## src/rtl/dsp_simd_addacc_pipe.sv

```systemverilog
// SIMD add/sub/accumulate datapath: `lanes` independent `width`-bit lanes with a
// per-lane accumulator, feeding a `latency`-deep valid/ready pipeline.

module dsp_simd_addacc_lane #(
  parameter int width = 12
) (
  input  logic             clock,
  input  logic             reset,
  input  logic             accept,
  input  logic [1:0]       op,
  input  logic [width-1:0] a,
  input  logic [width-1:0] b,
  output logic [width-1:0] res,
  output logic             cy
);
  logic [width-1:0] acc;
  logic [width:0]   sum;

  // width+1 bit result: the top bit is carry-out for add/acc and borrow for sub
  always_comb begin
    case (op)
      2'b00:   sum = {1'b0, a} + {1'b0, b};
      2'b01:   sum = {1'b0, a} - {1'b0, b};
      2'b10:   sum = {1'b0, acc} + {1'b0, a};
      default: sum = {1'b0, a};
    endcase
  end

  assign res = sum[width-1:0];
  assign cy  = sum[width];

  // acc updates at accept, so back-to-back accumulates see the fresh value
  always_ff @(posedge clock) begin
    if (reset)                acc <= '0;
    else if (accept && op[1]) acc <= sum[width-1:0];
  end
endmodule

module dsp_simd_addacc_pipe #(
  parameter int width   = 12,
  parameter int lanes   = 4,
  parameter int latency = 2
) (
  input  logic                   clock,
  input  logic                   reset,
  input  logic                   in_valid,
  output logic                   in_ready,
  input  logic [1:0]             op,
  input  logic [width*lanes-1:0] a,
  input  logic [width*lanes-1:0] b,
  output logic                   out_valid,
  input  logic                   out_ready,
  output logic [width*lanes-1:0] y,
  output logic [lanes-1:0]       carry
);
  if (!(lanes == 1 || lanes == 2 || lanes == 4)) begin : g_bad_lanes
    $error("dsp_simd_addacc_pipe: lanes must be 1, 2 or 4");
  end
  if (width * lanes > 48) begin : g_bad_width
    $error("dsp_simd_addacc_pipe: width*lanes must not exceed 48");
  end
  if (latency < 1 || latency > 3) begin : g_bad_latency
    $error("dsp_simd_addacc_pipe: latency must be 1..3");
  end

  typedef struct packed {
    logic [lanes-1:0][width-1:0] y;
    logic [lanes-1:0]            c;
  } res_t;

  logic                        advance;
  logic                        accept;
  logic [lanes-1:0][width-1:0] lane_y;
  logic [lanes-1:0]            lane_c;
  res_t                        lane_res;
  logic [latency:1]            vld_pipe;
  res_t [latency:1]            res_pipe;

  assign advance  = out_ready | ~out_valid;
  assign in_ready = advance & ~reset;
  assign accept   = in_valid & in_ready;

  for (genvar i = 0; i < lanes; i++) begin : g_lane
    dsp_simd_addacc_lane #(.width(width)) u_lane (
      .clock  (clock),
      .reset  (reset),
      .accept (accept),
      .op     (op),
      .a      (a[i*width +: width]),
      .b      (b[i*width +: width]),
      .res    (lane_y[i]),
      .cy     (lane_c[i])
    );
  end

  assign lane_res.y = lane_y;
  assign lane_res.c = lane_c;

  // Global stall: all stages move together; bubbles carry zero data
  always_ff @(posedge clock) begin
    if (reset) begin
      vld_pipe <= '0;
      res_pipe <= '0;
    end else if (advance) begin
      vld_pipe[1] <= accept;
      res_pipe[1] <= accept ? lane_res : '0;
      for (int k = 2; k <= latency; k++) begin
        vld_pipe[k] <= vld_pipe[k-1];
        res_pipe[k] <= res_pipe[k-1];
      end
    end
  end

  assign out_valid = vld_pipe[latency];
  assign y         = res_pipe[latency].y;
  assign carry     = res_pipe[latency].c;
endmodule
```

## config.mk

```make
export PLATFORM = sky130hd
export DESIGN_NAME = dsp_simd_addacc_pipe
export DESIGN_NICKNAME = d
export VERILOG_FILES = /design/src/rtl/dsp_simd_addacc_pipe.sv
export SDC_FILE = /design/constraint.sdc
export NUM_CORES = 1
export LEC_CHECK = 0
export BUFFER_PORTS_ARGS = -buffer_cell sky130_fd_sc_hd__buf_2
export CAP_MARGIN = 20
export CORE_MARGIN = 8
export CORE_UTILIZATION = 50
export DETAILED_ROUTE_END_ITERATION = 10
export PLACE_DENSITY_LB_ADDON = 0.08
export SLEW_MARGIN = 20
export SYNTH_ARGS = -nofsm -noshare
export SYNTH_HDL_FRONTEND = slang
export SYNTH_SLANG_ARGS = --single-unit
```

## constraint.sdc

```tcl
create_clock -name clock -period 4.4 [get_ports clock]
set_clock_uncertainty 0.05 [all_clocks]
set_input_delay 0.22 -clock clock [delete_from_list [all_inputs] [get_ports clock]]
set_output_delay 0.22 -clock clock [all_outputs]
set_load 0.02 [all_outputs]
```

==> summary.md, run 1 <==
The run finished with clean final reports. The synthesized netlist occupies a cell area of 9810 um^2. By area the synthesized netlist is led by sky130_fd_sc_hd__dfxtp_1 31%, sky130_fd_sc_hd__ha_1 7.5%, sky130_fd_sc_hd__nand2_1 5.7%. The number of pins exceeding their max-slew limit in the final report was 0. Tracing the worst setup path back leads to its startpoint at op[1]. The first global-routing pass estimated 45300 um of wire.

The tools report the worst reg2reg path startpoint as g_lane[1].u_lane.acc[1]$_SDFFE_PP0P_. The proportion of synthesized chip area in sequential cells was 31.4%. Wires add up to 27800 um.

The buffers inserted during post-CTS setup optimization is 0, and the final total negative setup slack is 0 ns. The run gives 0 as the final-report hold violation count. After synthesis, the mean cell area works out to 8.04 um^2. Synthesis instantiated 68 different standard cells from the library. The detailed-route via count came out at 9105. For this design the static power due to leakage is 4.67 nW. The multi-input combinational cells in the finished layout cover a total of 5910 um^2. Entering global routing, the biggest net connects 106 pins.

Clock tree synthesis inserted a total of 17 buffers. The final layout net count is 1449, and the synthesized flop and latch total is 154. Setup repair after global routing left no endpoint under its margin. Most common cell in the netlist: sky130_fd_sc_hd__dfxtp_1.

The worst min-delay path category was input port to flop. Counting the fill cells in the layout gives 1863. The source-to-sink clock delay at the later pin of the worst-skew pair came out at 0.44 ns.

The smallest clock period supported by the final layout is computed as 3.23 ns. The number of placed instances, taps included, is 1530. Global placer's final weighted congestion: 0.905. Path type of the worst setup path: input port to flop.

TritonCTS built the clock tree. For this run, the number of standard cells in the final layout without fillers is 1563. No sink is reached through more buffers than the 2 on the longest clock path.

For the pin with the worst max-slew slack, the measured transition is 0.851 ns. The routed length per instance is 17.8 um, and the layout overhead on the synthesized area is 11.9%. The tools report the clock tree root driver cell as sky130_fd_sc_hd__clkbuf_16.

Total global routing track utilization: 23.0%. The count of buffers from port buffering came out at 155. After the first detailed-routing iteration, the DRC count stood at 729. Biggest area consumer among synthesized cells: sky130_fd_sc_hd__dfxtp_1.

The tools report the post-cts repair resize count as 0. In this run the most critical hold path is launched from a[19]. The tools report the number of antenna violations at the first check in global routing as 5. The post-route netlist has 17.0% of its cells at a drive strength greater than 1.

The height of the die is 156 um. In this run the worst path has a maximum fanout of 19. Across the VDD grid, the largest voltage drop is 0.275 mV. Number of synthesized flops with an enable pin: 0. The most used flip-flop cell after synthesis is sky130_fd_sc_hd__dfxtp_1. The tools report the element type at the critical path end as a flop. The clock transition at the register clock pins on the worst setup and hold paths after CTS was 0.07 ns. The initial utilization of the core area, before any placement, comes to 50.7%. The tools report the count of TritonRoute iterations in the first routing pass as 7. Setup violations remaining at the end of the flow were counted as 0. The power density of the placed cells works out to 364 nW/um^2. The run gives 8742 as the number of global-route vias before repair. The antenna violation net count after detailed routing came out at 0. The number of placement rows is 51, and the count of maximum capacitance violations is 0. During I/O placement, the number of pins put on the boundary was 156. During synthesis, Yosys emitted a total of 0 warnings. Measured against its own limit, the worst slew margin works out to 43.3%.

Counting flops with an async set or reset pin after synthesis yields a share of 0%. After detailed routing, the number of remaining DRC violations is 0. The data required time of the critical path is 4.68 ns. The tree built by TritonCTS fans out to 154 sinks.

For this design, the CTS-stage hold fixing added 0 buffers. CTS built an H-tree with a depth of 4. The logs give 3080 um^2 for the area taken by flip-flops and latches and 19300 um^2 for the core box area.

The HPWL after detailed placement is 20000 um. The share of synthesized area in the top cell type comes to 31.4%. Dividing the final minimum period by the clock period gives 73.5%. Counting every instance in the synthesized netlist gives 1220. Data on the critical path arrives at its endpoint at 3.51 ns.

The die covers 24400 um^2. The total overflow left after global routing is 0. The die is 156 um wide. In the routed layout, each cell is associated on average with a via count of 5.83.

The worst setup path is launched from an input port. At the end of the flow the core is filled with cells to 56.8%. Static timing analysis puts the maximum clock frequency at 0.309 GHz. The total nets after synthesis came out at 1385. After synthesis, the most frequently instantiated cells are 154 x sky130_fd_sc_hd__dfxtp_1, 150 x sky130_fd_sc_hd__nand2_1, 105 x sky130_fd_sc_hd__nor2_1.
## kinds of logic (layout without fill, tap and decap cells)
kind of cell / count (synthesis) / after routing / synth area share, %
buffers and inverters: 168 / 245 / 8.59
XOR/XNOR: 26 / 26 / 2.32
multiplexers: 29 / 29 / 3.00
flip-flops: 154 / 154 / 31.4
other: 0 / 1 / 0
AO/OA/AOI/OAI: 404 / 404 / 28.8
adder cells (fa/ha/maj): 63 / 63 / 8.34
AND/OR/NAND/NOR: 376 / 376 / 17.5
## power breakdown
part | internal, mW | switching [mW]
Clock | 0.753 | 0.670
Combinational | 0.418 | 0.622
Sequential | 1.49 | 0.0485
Total | 2.66 | 1.34
## state kept, by name (all words and copies together), names as in the netlist
signal and count:
res_pipe 52, g_lane.u_lane.acc 48, y 48, carry 4, vld_pipe 2
## per-layer routing
metal / track usage (%) / vias to the layer above / part of all wire [%]
met5: 0 / - / 0.15
met4: 6.42 / 8 / 1.6
met3: 5.71 / 43 / 6.3
met2: 36.4 / 256 / 44
met1: 30.5 / 4227 / 48
li1: - / 4571 / -
## cell type report
class                           count  share of cell area [%]
Timing Repair Buffer              173                    8.56
Tap cell                          265                    3.02
Clock buffer                       19                    4.04
Multi-Input combinational cell    898                    53.9
Clock inverter                     13                    1.01
Antenna cell                        1                  0.0228
Inverter                           40                    1.37
Sequential cell                   154                    28.1
## per-stage QoR
| step | total power, mW | area, um^2 | hold slack (ns) | setup slack, ns |
|---|---|---|---|---|
| 2_1_floorplan | 2.32 | 9810 | 0.323 | 0.821 |
| 4_1_cts | 4.02 | 11000 | 0.0243 | 1.17 |
| 6_report | 4.00 | 11000 | 0.0392 | 1.17 |
| 3_5_place_dp | 2.59 | 10400 | 0.387 | 0.738 |
| 3_3_place_gp | 2.58 | 10400 | 0.381 | 0.810 |
| 5_1_grt | 4.21 | 11000 | 0.0671 | 0.955 |
## worst max-delay path, stage by stage
cell	delay (ns)
sky130_fd_sc_hd__buf_2	0.14
sky130_fd_sc_hd__inv_1	0.05
sky130_fd_sc_hd__ha_1	0.27
sky130_fd_sc_hd__inv_1	0.38
sky130_fd_sc_hd__buf_4	0.34
sky130_fd_sc_hd__o221ai_1	0.19
sky130_fd_sc_hd__ha_1	0.38
sky130_fd_sc_hd__o211ai_1	0.11
sky130_fd_sc_hd__a21o_1	0.19
sky130_fd_sc_hd__a311o_1	0.35
sky130_fd_sc_hd__a2111oi_0	0.48
sky130_fd_sc_hd__o21ai_0	0.14
sky130_fd_sc_hd__a32o_1	0.27
## worst paths after layout
| check | depth (start not counted) | slack [ns] | end |
|---|---|---|---|
| worst max-delay path | 13 | 1.17 | res_pipe[1]$_SDFFE_PP0N_ |
| worst min-delay path | 3 | 0.04 | res_pipe[23]$_SDFFE_PP0N_ |
| worst max register to register | 10 | 1.45 | res_pipe[1]$_SDFFE_PP0N_ |
| worst min register to register | 2 | 0.39 | vld_pipe[1]$_SDFFE_PP0N_ |
## layout by cell type, fill, tap and decap left out, types with 28 or more instances in the layout
cell                       synthesis  routed
sky130_fd_sc_hd__ha_1             59      57
sky130_fd_sc_hd__o21ai_0          94      94
sky130_fd_sc_hd__nor3_1           38      38
sky130_fd_sc_hd__o221ai_1         28      28
sky130_fd_sc_hd__nor2_1          105     104
sky130_fd_sc_hd__a22o_1           59      59
sky130_fd_sc_hd__a211oi_1         59      59
sky130_fd_sc_hd__dfxtp_1         154     154
sky130_fd_sc_hd__inv_1            39      39
sky130_fd_sc_hd__a21oi_1          54      54
sky130_fd_sc_hd__nand2_1         150     150
sky130_fd_sc_hd__buf_2            13     155
Power figures use the tool's default switching activity.
==> inputs of run 2 (changes only) <==
==> constraint.sdc (replaced) <==
create_clock -name clock -period 3.14 [get_ports clock]
set_clock_uncertainty 0.05 [all_clocks]
set_input_delay 0.157 -clock clock [delete_from_list [all_inputs] [get_ports clock]]
set_output_delay 0.157 -clock clock [all_outputs]
set_load 0.02 [all_outputs]
==> run 2 against run 1 <==
Effect of this change: global-route usage rose by 0.44 points; clock power rose by 53%; first-iteration DRC count fell by 10%; die area did not move.
==> summary.md, run 2 (synthesis gave the netlist of run 1 again) <==
The most frequent standard cell in the layout excluding fill and tap cells is sky130_fd_sc_hd__buf_2. The detailed-route via count is 9431 (+3.6%), and the final-report hold violation count is 0 (unchanged). The run gives 76 (-28%) as the pin count of the biggest net entering global routing. The actual transition at the worst max-transition pin is 0.865 ns (+0.0146 ns). The DRC violation total after the first TritonRoute iteration is 653 (-10%), and the data required time of the critical path is 3.37 ns (-1.31 ns). Cell with the largest stage delay on the worst path: sky130_fd_sc_hd__a32oi_1. The worst setup path is of the input port to flop kind.

The area after detailed placement was 11000 um^2 (+5.7%). The logs give 9163 (+4.8%) for the number of global-route vias before repair and 0 (unchanged) for the post-cts repair resize count. The logs give 1532 (+5.7%) for the final layout net count and 17 (unchanged) for the number of buffers inserted during clock tree synthesis.

The die width works out to 156 um (unchanged). The number of remaining DRC errors is 0 (unchanged), and the core box area is 19300 um^2 (unchanged). The logs give 1644 (+5.2%) for the final standard cell count with taps included and fillers excluded and 156 (unchanged) for the number of primary I/O pins. Ranked by flip-flop count, first place goes to res_pipe. The detail-routed via count per cell came out at 5.74 (-1.5%). The source-to-sink clock delay at the later pin of the worst-skew pair was 0.43 ns (about the same); the global placer's final weighted congestion was 0.885 (-2.2%). The tools report the total global routing track utilization as 23.5% (+0.44 points). The most numerous cell type found on the critical path is sky130_fd_sc_hd__buf_4.

For the final-layout fill cell count, the log shows 1827 (-1.9%). The count of buffers from port buffering is 155 (unchanged). The cell sitting at the root of the clock tree is a sky130_fd_sc_hd__clkbuf_16.

Setup repair after global routing left no endpoint under its margin. The number of antenna violations at the first check in global routing was 3 (-2); the height of the die was 156 um (unchanged). Relative to the synthesized area, the layout overhead comes to 19.0%. The highest clock frequency the design can meet is 0.355 GHz.

The number of cells on the worst reg-to-reg path is 10 (unchanged), and the total global routing overflow is 0 (unchanged). TritonCTS built the clock tree. The count of final setup violators is 0 (unchanged).

The worst path uses 89.8% of the clock period. Power density of the placed cells: 507 nW/um^2 (+39%). The routed length per instance was 17.3 um (-2.8%). The logs give 46300 um (+2.1%) for the wire length of the first global-routing pass and 28500 um (+2.2%) for the wire length reported by the detailed router. The signal on the critical path passes through buf_2, inv_1, ha_4, buf_4, buf_4, buf_4, nor3_1, a21oi_1, o221ai_1, ha_1, a21oi_1, o21ai_0, or3_1, a32oi_1, a211oi_1. In the layout the commonest cells are 155 x sky130_fd_sc_hd__buf_2, 154 x sky130_fd_sc_hd__dfxtp_1, 150 x sky130_fd_sc_hd__nand2_1, 104 x sky130_fd_sc_hd__nor2_1.

For the smallest hold slack, the log shows 0.0175 ns (-0.0217 ns). The CTS H-tree depth is 4 (unchanged). For the floorplan die area, the log shows 24400 um^2 (unchanged). The share of final-layout standard cells stronger than drive strength 1 is 21.6% (+4.6 points). The worst setup path is captured at a flop.

The worst setup path is launched from an input port. The maximum fanout along the worst path is 14 (-5). The tools report the number of clock sinks seen by CTS as 154 (unchanged). The clock period could shrink to 2.82 ns. Antenna violation net count after detailed routing: 0 (unchanged). The flip-flop count of the largest register, all copies and words added came out at 52 (unchanged). The clock transition at the register clock pins on the worst setup and hold paths after CTS works out to 0.06 ns (about the same). For the count of maximum capacitance violations, the log shows 0 (unchanged).

The instance count along the most critical hold path is 3 (unchanged), and the worst-case clock buffer depth is 2 (unchanged). The cell count after placement was 1608 (+5.1%). The run gives 21000 um (+5.1%) as the sum of net half-perimeters after detailed placement. The run gives 11700 um^2 (+6.3%) as the post-route cell area. The number of placement rows is 51 (unchanged), and the initial core utilization is 50.7% (unchanged).

The total power was 5.92 mW (+48%). The tools report the worst voltage drop across the vdd grid as 0.442 mV (+61%). The run finished with clean final reports. The worst stage delay on the critical path is 0.33 ns (-0.15 ns), and the arrival time at the worst endpoint is 3.05 ns (-0.46 ns).

The worst min-delay path category was input port to flop. The logs give 42.3% (-0.97 points) for the normalized max-slew margin and 0 (unchanged) for the number of pins exceeding their max-slew limit in the final report. The tools report the buffers inserted during post-CTS setup optimization as 0 (unchanged). The run gives 5 (-2) as the count of TritonRoute iterations in the first routing pass. The run gives 5.10 nW (+9.1%) as the leakage power of the design.
==> run 2: cell types whose count changed in the layout (fill, tap and decap cells not counted), sizes merged <==
| cell | previous run | this run |
|---|---|---|
| bufinv | 0 | 4 |
| dlygate4sd3 | 0 | 5 |
| buf | 173 | 251 |
| inv | 45 | 39 |
==> run 2: final timing paths <==
kind                                                               to  slack (ns)                            startpoint
worst min-delay path                        res_pipe[34]$_SDFFE_PP0N_        0.02                                 a[30]
worst max-delay path            g_lane[2].u_lane.acc[11]$_SDFFE_PP0P_        0.32                                 op[0]
worst min register to register               vld_pipe[1]$_SDFFE_PP0N_        0.40              vld_pipe[1]$_SDFFE_PP0N_
worst max register to register               res_pipe[1]$_SDFFE_PP0N_        0.38  g_lane[1].u_lane.acc[1]$_SDFFE_PP0P_
==> run 2: area by class of cell <==
cell class	instances	area [um^2]	area share, %
Tap cell	265	332	2.84
Multi-Input combinational cell	898	5920	50.8
Clock inverter	11	174	1.49
Sequential cell	154	3080	26.4
Antenna cell	1	2.50	0.0214
Inverter	40	150	1.29
Timing Repair Buffer	256	1570	13.5
Clock buffer	19	433	3.71
==> run 2: what timing repair did <==
action | 4_1_cts | 5_1_grt
hold buffers | 5 | 0
hold endpoints to repair | 5 | 0
setup endpoints to repair | 0 | 0
==> run 2: metal layers <==
metal  wire, um  share of wire (%)  up-vias  track usage, %
met4        388                1.4        4            5.82
li1           -                  -     4736               -
met2      13000                 46      268            38.6
met1      13300                 47     4386            30.9
met5         23              0.081        -               0
met3       1690                5.9       37            4.60
==> run 2: power by group <==
group          switching, mW  leakage, nW  internal, mW
clock                  0.844        0.285          1.32
combinational          0.902         3.55         0.695
sequential            0.0695         1.26          2.08
total                   1.82         5.10          4.10
==> run 2: worst max-delay path: cells and delay by family <==
family	cells	cell delay [ns]
buffers and inverters	5	0.69
AND/OR/NAND/NOR	2	0.53
adder cells (fa/ha/maj)	2	0.59
AO/OA/AOI/OAI	6	1.09
==> run 2: metrics by stage <==
| step | util (%) | setup WS [ns] | setup TNS [ns] |
|---|---|---|---|
| 2_1_floorplan | - | -0.0189 | -0.0189 |
| 3_3_place_gp | 56.9 | -0.0365 | -0.0586 |
| 3_5_place_dp | 56.9 | -0.103 | -0.347 |
| 4_1_cts | 60.3 | 0.333 | 0 |
| 5_1_grt | 60.4 | 0.0626 | 0 |
| 6_report | 60.4 | 0.321 | 0 |
==> inputs of run 3 (changes only) <==
--- a/config.mk
+++ b/config.mk
@@ -5,6 +5,7 @@
 export SDC_FILE = /design/constraint.sdc
 export NUM_CORES = 1
 export LEC_CHECK = 0
+export ABC_AREA = 1
 export BUFFER_PORTS_ARGS = -buffer_cell sky130_fd_sc_hd__buf_2
 export CAP_MARGIN = 20
 export CORE_MARGIN = 8
==> run 3 against run 2 <==
Effect of this change: sequential cell count did not move; first-iteration DRC count rose by 21%; die area is 7.8% higher; largest cell class unchanged; combinational power rose by 5%; critical endpoint is now g_lane[0].u_lane.acc[6]$_SDFFE_PP0P_.
==> summary.md, run 3 <==
TritonCTS built the clock tree. In the post-synthesis netlist, the biggest area contributors are sky130_fd_sc_hd__dfxtp_1 29%, sky130_fd_sc_hd__nand2_1 17%, sky130_fd_sc_hd__inv_1 8.7%. The average footprint of a synthesized cell was 6.39 um^2 (-21%); the sum of routed wire segments on met1 was 15700 um (+18%).

The portion of the clock cycle consumed by the worst path in the final layout came out at 84.2% (-5.6 points). The run finished with clean final reports. The library cell used most frequently in the layout, excluding fill and tap cells, is sky130_fd_sc_hd__nand2_1. The die width is 162 um (+3.8%). Setup repair after global routing left no endpoint under its margin. In the synthesized netlist the dominant register cell turns out to be sky130_fd_sc_hd__dfxtp_1. The worst setup path is of the input port to flop kind.

The logs give 0.43 ns (about the same) for the source-to-sink clock delay at the later pin of the worst-skew pair and 3.41 ns (+0.04 ns) for the data required time of the critical path. The run gives 5 (unchanged) as the count of TritonRoute iterations in the first routing pass. The share of the synthesized area in the top cell type came out at 28.9% (-2.5 points). The initial core utilization was 50.9% (+0.17 points). The DRC violation total after the first TritonRoute iteration was 790 (+21%); the number of placement rows was 53 (+3.9%). The global placer's final weighted congestion is 0.913 (+3.2%).

The run gives 41.7% (-0.59 points) as the normalized max-slew margin. The post-synth design cell area was 10700 um^2 (+8.8%); the number of synthesized flops with an enable pin was 0 (unchanged). The run gives 0.368 mV (-17%) as the worst voltage drop across the vdd grid. The logs give 26300 um^2 (+7.8%) for the floorplan die area and 2228 (+22%) for the final-layout fill cell count. For the leakage power of the design, the log shows 6.11 nW (+20%). The synthesized flop and latch total came out at 154 (unchanged). The count of buffers from port buffering came out at 155 (unchanged).

The logs give 1920 (+25%) for the final layout net count and 5980 um^2 (+0.99%) for the area of the multi-input gates. The number of remaining DRC errors was 0 (unchanged); the post-cts hold buffer count was 0 (-5). The top cell types in the final layout, fill and taps aside, are 474 x sky130_fd_sc_hd__nand2_1, 245 x sky130_fd_sc_hd__inv_1, 155 x sky130_fd_sc_hd__buf_2, 154 x sky130_fd_sc_hd__dfxtp_1, 144 x sky130_fd_sc_hd__nand3_1. The pin count of the biggest net entering global routing was 59 (-22%). The tools report the total global routing track utilization as 26.1% (+2.6 points). The run gives 0 (unchanged) as the buffers inserted during post-CTS setup optimization. The flip-flop count of the largest register, all copies and words added is 52 (unchanged). Routed length per instance: 16.9 um (-2.3%). Wire length on met2: 15800 um (+22%). The logs give 2250 um (+34%) for the wire length on met3 and 25800 um (+23%) for the sum of net half-perimeters after detailed placement.

The final total negative setup slack came out at 0 ns (unchanged). For the detailed-route via count, the log shows 10869 (+15%). Wire length reported by the detailed router: 34500 um (+21%).

The final-report hold violation count is 0 (unchanged). For the highest clock frequency the design can meet, the log shows 0.378 GHz (+6.6%). The worst min-delay path category was input port to flop.

Height of the die: 162 um (+3.8%). The wire length of the first global-routing pass came out at 54500 um (+18%). The number of clock sinks seen by CTS is 154 (unchanged), and the layout overhead on the synthesized area is 11.4%. The tools report the critical path launch point type as an input port. The worst setup path is captured at a flop.

For the number of pins exceeding their max-slew limit in the final report, the log shows 0 (unchanged). The tools report the number of library cell types mapped by synthesis as 37 (-46%). The actual transition at the worst max-transition pin works out to 0.873 ns (+0.00796 ns). The tools report the worst setup margin as 0.496 ns (+0.175 ns). The gate count of the mapped netlist is 1669 (+37%), and the total nets after synthesis is 1834 (+32%). The proportion of synthesized chip area in sequential cells was 28.9% (-2.5 points); the maximum fanout along the worst path was 10 (-4). The logs give 0 (unchanged) for the count of maximum capacitance violations and 0.0441 ns (+0.147 ns) for the setup slack after placement. The area taken by flip-flops and latches was 3080 um^2 (unchanged). Clock transition at the register clock pins on the worst setup and hold paths after CTS: 0.07 ns (about the same). The count of final setup violators is 0 (unchanged), and the number of primary I/O pins is 156 (unchanged).

The worst-case clock buffer depth is 2 (unchanged), and the post-cts repair resize count is 0 (unchanged). The share of final-layout standard cells stronger than drive strength 1 is 13.8% (-7.8 points). The tools report the number of buffers inserted during clock tree synthesis as 17 (unchanged). The detail-routed via count per cell was 5.32 (-7.3%). The shortest clock period the worst path allows after layout works out to 2.64 ns (-0.175 ns).

The tree is rooted in a sky130_fd_sc_hd__clkbuf_16. The arrival time at the worst endpoint is 2.91 ns (-0.14 ns). The uppermost signal routing layer after detailed routing was met4. The run gives 10453 (+14%) as the number of global-route vias before repair.

The core box area is 21000 um^2 (+8.4%). In the post-synthesis netlist, the cell with the most instances is sky130_fd_sc_hd__nand2_1. In the synthesized netlist, the cells that appear most often are 474 x sky130_fd_sc_hd__nand2_1, 246 x sky130_fd_sc_hd__inv_1, 154 x sky130_fd_sc_hd__dfxtp_1.

The share of synthesized flip-flops with an asynchronous set or reset was 0% (unchanged). Register name with the most flops: res_pipe. Number of antenna violations at the first check in global routing: 1 (-2). The largest total area in the synthesized netlist belongs to sky130_fd_sc_hd__dfxtp_1. The total global routing overflow was 0 (unchanged); the power density of the placed cells was 494 nW/um^2 (-2.6%). The run gives 0 (unchanged) as the antenna violation net count after detailed routing.

For the CTS H-tree depth, the log shows 4 (unchanged). For the count of warnings emitted by yosys, the log shows 0 (unchanged). The run gives 56.7% (-3.7 points) as the final cell utilization of the core.
run 3: where the power goes:
part	total, mW	internal (mW)	leakage [nW]	switching [mW]
clock network	2.06	1.11	0.266	0.947
logic	1.68	0.579	4.59	1.10
registers	2.14	2.08	1.26	0.0571
run 3: cell type report:
cell class	count	area share, %
clock inverters	13	1.13
diodes	1	0.0211
inverters	251	7.93
well taps	275	2.90
multi-input cells	1153	50.4
flip-flops and latches	154	26.0
clock buffers	18	3.61
repair buffers	178	8.09
run 3: worst max-delay path: stages:
cell	delay, ns
sky130_fd_sc_hd__buf_2	0.11
sky130_fd_sc_hd__inv_1	0.04
sky130_fd_sc_hd__ha_1	0.32
sky130_fd_sc_hd__inv_2	0.07
sky130_fd_sc_hd__nand2_1	0.25
sky130_fd_sc_hd__inv_1	0.41
sky130_fd_sc_hd__a21oi_1	0.19
sky130_fd_sc_hd__fa_1	0.41
sky130_fd_sc_hd__inv_1	0.12
sky130_fd_sc_hd__nand3_1	0.08
sky130_fd_sc_hd__nand3_1	0.15
sky130_fd_sc_hd__nand2_1	0.11
sky130_fd_sc_hd__nand2_1	0.07
sky130_fd_sc_hd__nand2_1	0.05
sky130_fd_sc_hd__nand3_1	0.07
sky130_fd_sc_hd__nand2_1	0.09
sky130_fd_sc_hd__o21ai_0	0.15
sky130_fd_sc_hd__inv_1	0.05
run 3: final timing paths:
path / startpoint / to / slack (ns) / depth (start not counted)
max: op[0] / g_lane[0].u_lane.acc[6]$_SDFFE_PP0P_ / 0.50 / 18
min: a[9] / g_lane[0].u_lane.acc[9]$_SDFFE_PP0P_ / 0.02 / 5
max reg2reg: g_lane[1].u_lane.acc[0]$_SDFFE_PP0P_ / res_pipe[24]$_SDFFE_PP0N_ / 0.76 / 15
min reg2reg: y[36]$_SDFFE_PP0N_ / y[36]$_SDFFE_PP0N_ / 0.40 / 2
run 3: kinds of logic (layout without fill, tap and decap cells):
| family | Yosys count | after routing | synth area share, % |
|---|---|---|---|
| buffers and inverters | 362 | 460 | 15.0 |
| DFF | 154 | 154 | 28.9 |
| other | 0 | 1 | 0 |
| and+or+nand+nor | 765 | 765 | 30.6 |
| adders and majority gates | 63 | 63 | 7.67 |
| AOI/OAI and AO/OA | 325 | 325 | 17.7 |
run 3: stage by stage:
stage | power (mW) | hold slack (ns) | instances | cell area [um^2]
2_1_floorplan | 3.36 | 0.314 | 1669 | 10700
3_3_place_gp | 3.81 | 0.384 | 2011 | 11300
3_5_place_dp | 3.83 | 0.391 | 2011 | 11300
4_1_cts | 5.89 | 0.0126 | 2042 | 11900
5_1_grt | 6.20 | 0.0397 | 2043 | 11900
6_report | 5.87 | 0.0175 | 2043 | 11900
run 3: layer usage:
| metal | global-route usage (%) | vias up |
|---|---|---|
| met1 | 34.1 | 4951 |
| met2 | 43.6 | 333 |
| li1 | - | 5538 |
| met5 | 0 | - |
| met3 | 3.67 | 47 |
| met4 | 8.04 | 0 |
